===== config.mk =====
export PLATFORM = sky130hd
export DESIGN_NAME = cache_access_sequencer
export DESIGN_NICKNAME = d
export VERILOG_FILES = /design/src/rtl/cache_access_sequencer.sv
export SDC_FILE = /design/constraint.sdc
export NUM_CORES = 1
export LEC_CHECK = 0
export BUFFER_PORTS_ARGS = -buffer_cell sky130_fd_sc_hd__buf_4
export CORE_UTILIZATION = 55
export CTS_CLUSTER_SIZE = 12
export DETAILED_ROUTE_END_ITERATION = 6
export GPL_TIMING_DRIVEN = 0
export MAX_ROUTING_LAYER = met4
export PLACE_DENSITY = 0.77
export SLEW_MARGIN = 20
export SYNTH_ARGS = -nofsm -noshare
export SYNTH_HDL_FRONTEND = slang
export SYNTH_SLANG_ARGS = --single-unit

===== constraint.sdc =====
create_clock -name clock -period 5.8 [get_ports clock]
set_input_delay 1.45 -clock clock [delete_from_list [all_inputs] [get_ports clock]]
set_output_delay 1.45 -clock clock [all_outputs]
set_load 0.05 [all_outputs]

===== src/rtl/cache_access_sequencer.sv =====
// ============================================================================
// Module   : cache_access_sequencer
// Purpose  : Processor-side requester that queues load/store requests, drives
//            them one at a time into the set-associative cache and returns
//            in-order responses, with flush sequencing and a stall watchdog.
// Revision : 1.0
// ============================================================================
`default_nettype none

module cache_access_sequencer #(
  parameter int ADDR_BUS_WIDTH = 32,
  parameter int DATA_BUS_WIDTH = 32,
  parameter int FIFO_DEPTH     = 4,
  parameter int FIFO_PTR_BITS  = 2,
  parameter int TIMEOUT_CYCLES = 255
) (
  input  logic                      clock,
  input  logic                      reset,
  input  logic                      req_valid,
  output logic                      req_ready,
  input  logic                      req_wr,
  input  logic [ADDR_BUS_WIDTH-1:0] req_addr,
  input  logic [DATA_BUS_WIDTH-1:0] req_wdata,
  input  logic                      flush_req,
  output logic                      flush_done,
  output logic                      resp_valid,
  output logic                      resp_wr,
  output logic [DATA_BUS_WIDTH-1:0] resp_rdata,
  output logic                      resp_err,
  output logic                      err_sticky,
  output logic [ADDR_BUS_WIDTH-1:0] addr,
  output logic [DATA_BUS_WIDTH-1:0] wdata,
  output logic                      rd,
  output logic                      wr,
  output logic                      flush,
  input  logic                      stall,
  input  logic [DATA_BUS_WIDTH-1:0] rdata
);

  typedef enum logic [1:0] {
    ST_IDLE   = 2'd0,
    ST_ACCESS = 2'd1,
    ST_FLUSH  = 2'd2
  } state_t;

  localparam logic [FIFO_PTR_BITS:0] c_FIFO_FULL = (FIFO_PTR_BITS+1)'(FIFO_DEPTH);
  localparam logic [7:0]             c_WDOG_LAST = 8'(TIMEOUT_CYCLES - 1);

  state_t                    r_state;
  logic                      r_fifo_wr    [FIFO_DEPTH];
  logic [ADDR_BUS_WIDTH-1:0] r_fifo_addr  [FIFO_DEPTH];
  logic [DATA_BUS_WIDTH-1:0] r_fifo_wdata [FIFO_DEPTH];
  logic [FIFO_PTR_BITS-1:0]  r_wptr;
  logic [FIFO_PTR_BITS-1:0]  r_rptr;
  logic [FIFO_PTR_BITS:0]    r_count;
  logic                      r_flush_pend;
  logic [7:0]                r_wdog;

  logic                      r_flush_done;
  logic                      r_resp_valid;
  logic                      r_resp_wr;
  logic [DATA_BUS_WIDTH-1:0] r_resp_rdata;
  logic                      r_resp_err;
  logic                      r_err_sticky;
  logic [ADDR_BUS_WIDTH-1:0] r_addr;
  logic [DATA_BUS_WIDTH-1:0] r_wdata;
  logic                      r_rd;
  logic                      r_wr;
  logic                      r_flush;

  logic w_ready;
  logic w_push;
  logic w_expire;
  logic w_pop;
  logic w_fifo_empty;

  // Full is judged on the current count only, so a same-cycle pop never
  // lets a push through.
  assign w_ready      = (r_count != c_FIFO_FULL) && !r_flush_pend;
  assign w_push       = req_valid && w_ready;
  assign w_expire     = stall && (r_wdog == c_WDOG_LAST);
  assign w_pop        = (r_state == ST_ACCESS) && (!stall || w_expire);
  assign w_fifo_empty = (r_count == '0);

  always_ff @(posedge clock) begin
    if (w_push) begin
      r_fifo_wr[r_wptr]    <= req_wr;
      r_fifo_addr[r_wptr]  <= req_addr;
      r_fifo_wdata[r_wptr] <= req_wdata;
    end
  end

  always_ff @(posedge clock or posedge reset) begin
    if (reset) begin
      r_state      <= ST_IDLE;
      r_wptr       <= '0;
      r_rptr       <= '0;
      r_count      <= '0;
      r_flush_pend <= 1'b0;
      r_wdog       <= '0;
      r_flush_done <= 1'b0;
      r_resp_valid <= 1'b0;
      r_resp_wr    <= 1'b0;
      r_resp_rdata <= '0;
      r_resp_err   <= 1'b0;
      r_err_sticky <= 1'b0;
      r_addr       <= '0;
      r_wdata      <= '0;
      r_rd         <= 1'b0;
      r_wr         <= 1'b0;
      r_flush      <= 1'b0;
    end else begin
      if (w_push) r_wptr <= r_wptr + 1'b1;
      if (w_pop)  r_rptr <= r_rptr + 1'b1;
      case ({w_push, w_pop})
        2'b10:   r_count <= r_count + 1'b1;
        2'b01:   r_count <= r_count - 1'b1;
        default: r_count <= r_count;
      endcase

      r_resp_valid <= 1'b0;
      r_resp_wr    <= 1'b0;
      r_resp_err   <= 1'b0;
      r_flush_done <= 1'b0;
      if (flush_req) r_flush_pend <= 1'b1;

      case (r_state)
        ST_IDLE: begin
          r_wdog <= '0;
          // Queued requests go first so a flush is ordered after all of them.
          if (!w_fifo_empty) begin
            r_addr  <= r_fifo_addr[r_rptr];
            r_wdata <= r_fifo_wdata[r_rptr];
            r_rd    <= !r_fifo_wr[r_rptr];
            r_wr    <= r_fifo_wr[r_rptr];
            r_state <= ST_ACCESS;
          end else if (r_flush_pend) begin
            r_flush <= 1'b1;
            r_state <= ST_FLUSH;
          end
        end
        ST_ACCESS: begin
          if (!stall || w_expire) begin
            r_rd         <= 1'b0;
            r_wr         <= 1'b0;
            r_resp_valid <= 1'b1;
            r_resp_wr    <= r_wr;
            r_resp_err   <= stall;
            r_resp_rdata <= (r_wr || stall) ? '0 : rdata;
            if (stall) r_err_sticky <= 1'b1;
            r_wdog       <= '0;
            r_state      <= ST_IDLE;
          end else begin
            r_wdog <= r_wdog + 1'b1;
          end
        end
        ST_FLUSH: begin
          if (!stall || w_expire) begin
            r_flush      <= 1'b0;
            r_flush_pend <= 1'b0;
            r_flush_done <= 1'b1;
            if (stall) r_err_sticky <= 1'b1;
            r_wdog       <= '0;
            r_state      <= ST_IDLE;
          end else begin
            r_wdog <= r_wdog + 1'b1;
          end
        end
        default: begin
          r_rd    <= 1'b0;
          r_wr    <= 1'b0;
          r_flush <= 1'b0;
          r_wdog  <= '0;
          r_state <= ST_IDLE;
        end
      endcase
    end
  end

  assign req_ready  = w_ready;
  assign flush_done = r_flush_done;
  assign resp_valid = r_resp_valid;
  assign resp_wr    = r_resp_wr;
  assign resp_rdata = r_resp_rdata;
  assign resp_err   = r_resp_err;
  assign err_sticky = r_err_sticky;
  assign addr       = r_addr;
  assign wdata      = r_wdata;
  assign rd         = r_rd;
  assign wr         = r_wr;
  assign flush      = r_flush;

endmodule

`default_nettype wire


**Word-level counts from Yosys, hierarchy flattened**

Memories as Yosys holds them, arrays and structs flattened. A register that Yosys moved wholly into a read port is not among the register bits.
Cells that the tools add are included.

- Add/sub/neg operators: 5
- Equal/unequal tests: 13
- Multiplexer cells: 28
- Bitwise operators: 3
- Reductions and logical operators: 19

Operator list:

| operator | count |
|---|---|
| two-way mux 32 bit | 1 |
| two-way mux 1 bit | 17 |
| two-way mux 8 bit | 2 |
| one-hot mux 1 bit (3 select lines) | 3 |
| adder 8 x 1 -> 8 bit, second input constant | 1 |
| equality test 8 bit, second input constant | 1 |
| inequality test 2 bit, second input constant | 4 |
| two-way mux 2 bit | 3 |
| inequality test 3 bit, second input constant | 2 |
| one-hot mux 3 bit (2 select lines) | 1 |
| AND reduction 2 bit | 3 |
| AND reduction 3 bit | 2 |
| adder 2 x 1 -> 2 bit, second input constant | 2 |
| equality test 2 x 1 -> 1 bit, second input constant | 2 |
| equality test 2 bit, second input constant | 2 |
| logical AND 1 bit | 4 |
| inequality test 2 x 1 -> 1 bit, second input constant | 2 |
| one-hot mux 2 bit (2 select lines) | 1 |
| AND reduction 4 bit | 1 |
| adder 3 x 1 -> 3 bit, second input constant | 1 |
| zero test 1 bit | 3 |
| zero test 3 bit | 1 |
| NOT 1 bit | 3 |
| subtractor 3 x 1 -> 3 bit, second input constant | 1 |
| other kinds (4) | 5 |

- Bits in registers: 58
- Bits in writable memories: 260
- Output and inout port bits: 105
- Logic and storage cells: 86
- Memories kept: 3

Memories:

| name | words | bits a word | rd ports | clocked after memory_dff | write ports | RTL line | text |
|---|---|---|---|---|---|---|---|
| r_fifo_addr | 4 | 32 | 1 | 1 | 1 | 51 | `logic [ADDR_BUS_WIDTH-1:0] r_fifo_addr [FIFO_DEPTH];` |
| r_fifo_wdata | 4 | 32 | 1 | 1 | 1 | 52 | `logic [DATA_BUS_WIDTH-1:0] r_fifo_wdata [FIFO_DEPTH];` |
| r_fifo_wr | 4 | 1 | 1 | 0 | 1 | 50 | `logic r_fifo_wr [FIFO_DEPTH];` |

**Depth between registers and ports, before layout**

- Depth after elaboration: 6
- Gate-level depth with buffers: 13

**Least setup slack after synthesis**

No wires, ideal clock.

- Path type: flip-flop to flip-flop
- From: reg r_count[0]
- To: mem r_fifo_addr[0][0] (enable)
- Data arrival time: 3.184 ns
- Data required time: 5.370 ns
- Path slack: 2.185 ns
- Cell stages (with the launch flop): 4
- Clock period less this slack: 3.615 ns
- Cells stage by stage: dfrtp_1 > inv_1 > a31oi_1 > and3_1

- Word-level cells in the longest chain between the ends: 5

Ends and longest elaborated chain:

| what | RTL line | text |
|---|---|---|
| start, declared | 55 | `logic [FIFO_PTR_BITS:0] r_count;` |
| start signal, assigned | 116 | `2'b10: r_count <= r_count + 1'b1;` |
| start signal, assigned | 117 | `2'b01: r_count <= r_count - 1'b1;` |
| start signal, assigned | 118 | `default: r_count <= r_count;` |
| inequality test 3 bit | 79 | `assign w_ready = (r_count != c_FIFO_FULL) && !r_flush_pend;` |
| logical AND 1 bit | 79 |  |
| net req_ready | 20 | `output logic req_ready,` |
| logical AND 1 bit | 80 | `assign w_push = req_valid && w_ready;` |
| two-way mux 1 bit | 86 | `if (w_push) begin` |
| two-way mux 1 bit (implied by the code) | 88 | `r_fifo_addr[r_wptr] <= req_addr;` |
| end, declared | 51 |  |

The timed path passes the listed nets, and every way through them passes these cells.

**Worst setup path in the final report**

- From: reg r_count[0]
- To: out req_ready

- Word-level cells in the longest chain between the ends: 2

Ends and longest elaborated chain:

| what | RTL line |
|---|---|
| inequality test 3 bit | 79 |
| logical AND 1 bit | 79 |
| end, declared | 20 |

Every way passes these cells.

==> flow_metrics.py <==
metrics = {
    "run_status": {
        "outcome": "finished, final reports clean",
    },
    "worst_setup_path": {
        "crit_required_ps": 4350,
        "crit_type": "flop to output port",
        "ff2ff_path_depth": 12,
        "regToRegEndpoint": "r_count[2]",
        "cp.arrival_ps": 1770,
        "critical_path.max_fanout": 6,
        "crit_path_end_kind": "output port",
        "start_kind": "flop",
        "r2r-start": "r_state[1]",
        "r2r_slack_ps": 2990,
    },
    "power": {
        "peakVddDrop_mv": 0.420,
        "p_leak_nw": 6.71,
        "power_density_nw_per_um2": 563,
    },
    "hold_path": {
        "hold_class": "flop to flop",
        "min_from": "err_sticky",
        "whs_path_depth": 1,
        "min_to": "err_sticky",
    },
    "global_routing": {
        "globalRouteOverflowTotal": 0,
        "gr-max-usage-layer": "met2",
        "grt_pass1_vias": 7968,
        "grt_use_met3_pct": 6.55,
        "use_met2_pct": 36.6,
        "antenna_found_initial": 0,
        "grt_use_met1_pct": 28.2,
        "grt_pass1_wl_mm": 43.6,
        "grt_util_all_layers_pct": 22.5,
        "grt_max_degree": 94,
    },
    "sta": {
        "rsz0062_at_grt": "false",
        "setup_viol": 0,
        "final_hold_viol_count": 0,
        "tightestPinTransition_ps": 698,
        "max_freq_mhz": 310,
        "tns_ps": 0,
        "min_period_over_period_pct": 55.5,
        "slew_violations": 0,
        "finClkSkew_ps": 18.1,
        "maxSlewHeadroom_pct": 53.5,
        "fin_ws_ps": 2580,
        "finalCriticalPeriod_ps": 3220,
    },
    "synth": {
        "ys.flop_type": "edfxtp_1",
        "ys_ff_latch": 382,
        "ys_types": 33,
        "syn_inst": 737,
        "syn_area_um2": 14400,
        "synthArstFlopShare_pct": 31.9,
        "avgSynthCellArea_um2": 19.5,
        "synth_enable_flop_cells": 260,
        "syn-num-nets": 850,
        "synth_seq_area_share_pct": 75.6,
        "yosysWarnings": 0,
    },
    "drt": {
        "drtPass1Iterations": 6,
        "drt-initial-drc-count": 530,
        "postRouteAntennaNets": 0,
        "wirelength_mm": 28.2,
        "drc": 0,
        "num_vias": 7463,
        "routed_via_density": 5.54,
        "wl_per_cell_um": 20.9,
    },
    "placed_design": {
        "hpwl_mm": 17.8,
        "place.port_buffers": 206,
        "place_area_um2": 16500,
        "dp_slack_ps": 2400,
        "gp_congestion": 0.852,
    },
    "final_layout": {
        "diodes": 0,
        "postLayoutCoreUtil_pct": 69.5,
        "finish.instance_area_um2": 17600,
        "area_delta_synth_final_pct": 22.9,
        "finalNetCount": 1102,
        "layout-drive-gt1-share_pct": 40.9,
    },
    "floorplanning": {
        "coreArea_um2": 25400,
        "start_util_pct": 56.5,
        "die_height_um": 164,
        "die_x_um": 164,
        "die_area_um2": 26800,
        "rows": 58,
        "ios": 207,
    },
    "clocking": {
        "cts_tree": "yes",
        "htreeDepth": 2,
        "clkTransAtPathRegs_ps": 60,
        "cts_resized": 0,
        "clock_latency_ps": 510,
        "cts_root_buf": "clkbuf_16",
        "cts_buffers": 39,
        "post_cts_buffers": 0,
        "clk_path_buf_depth": 3,
        "clock_sinks": 382,
        "postCtsHoldBufs": 0,
    },
    "flow_run": {
        "maxCapViolCount": 0,
    },
}
## layout make-up
cell class,instances,area [um2]
tap,330,413
sequential,382,10900
fill,1644,7750
clock inverter,2,8.76
buffer,38,218
clock buffer,68,1160
timing repair buffer,211,1680
inverter,47,184
multi-input combinational,270,3130
## stage by stage
| step | hold WS [ps] | total power, W | instances |
|---|---|---|---|
| after floorplan | 464 | 0.00655 | 737 |
| after global placement | 458 | 0.00765 | 1273 |
| after detailed placement | 461 | 0.00774 | 1278 |
| after CTS | 474 | 0.0100 | 1348 |
| after global routing | 493 | 0.0104 | 1348 |
| final | 468 | 0.00994 | 1348 |
## placed cells by master (no fill, tap or decap), types with 34 or more instances in the layout
cell	netlist	final
mux4_2	65	65
inv_1	47	46
dfrtp_1	122	122
buf_4	5	211
clkbuf_1	14	38
clkbuf_16	0	41
edfxtp_1	260	260
mux2_2	67	67
nand4_1	34	34
o21ai_0	34	34
## worst max-delay path, cell delays in order, from the launching register on
cell,delay (ps)
dfrtp_1,380
inv_1,90
a31oi_1,490
buf_4,310
## where the power goes
| part | switching [W] | internal (W) |
|---|---|---|
| clock network | 0.000947 | 0.00135 |
| registers | 0.000264 | 0.00344 |
| logic | 0.00241 | 0.00153 |
## metal layers
layer / vias up / wire length, um
li1: 3370 / -
met1: 3809 / 11400
met2: 246 / 14100
met3: 38 / 2240
met4: 0 / 465
met5: - / 0
## flip-flops by register name (all words and copies together) (netlist names), 2 cells and up
| register | cells |
|---|---|
| r_fifo_addr | 128 |
| r_fifo_wdata | 128 |
| addr | 32 |
| resp_rdata | 32 |
| wdata | 32 |
| r_wdog | 8 |
| r_fifo_wr | 4 |
| r_count | 3 |
| r_rptr | 2 |
| r_state | 2 |
| r_wptr | 2 |
## how the worst max path moves through the flow
stage | from | to | slack [ps] | depth (start not counted)
floorplan | reset | addr[0] | 1110 | 1
global placement | reset | addr[23] | -900 | 2
detailed placement | stall | r_count[2] | 2400 | 11
CTS | r_count[0] | req_ready | 2550 | 3
global route | r_count[0] | req_ready | 2510 | 3
finish | r_count[0] | req_ready | 2580 | 3
## cell families after synthesis
family | Yosys count | share of synthesized area [%]
compound gates | 43 | 1.62
xor+xnor | 12 | 0.732
fa+ha+maj | 11 | 1.01
buf+inv | 85 | 2.74
flops | 382 | 75.6
mux | 133 | 15.5
simple gates | 71 | 2.75
## Yosys cell counts (5+ instances only)
library cell	number	area [um2]
nor2_1	14	52.6
mux4_2	65	1460
buf_2	12	60.1
inv_1	47	176
mux2_2	67	754
buf_4	5	37.5
xor2_1	9	78.8
and3_1	8	50.1
edfxtp_1	260	7810
o21ai_0	34	170
dfrtp_1	122	3050
clkbuf_1	14	52.6
ha_1	10	125
nand4_1	34	213
(Power assumes the default switching activity.)
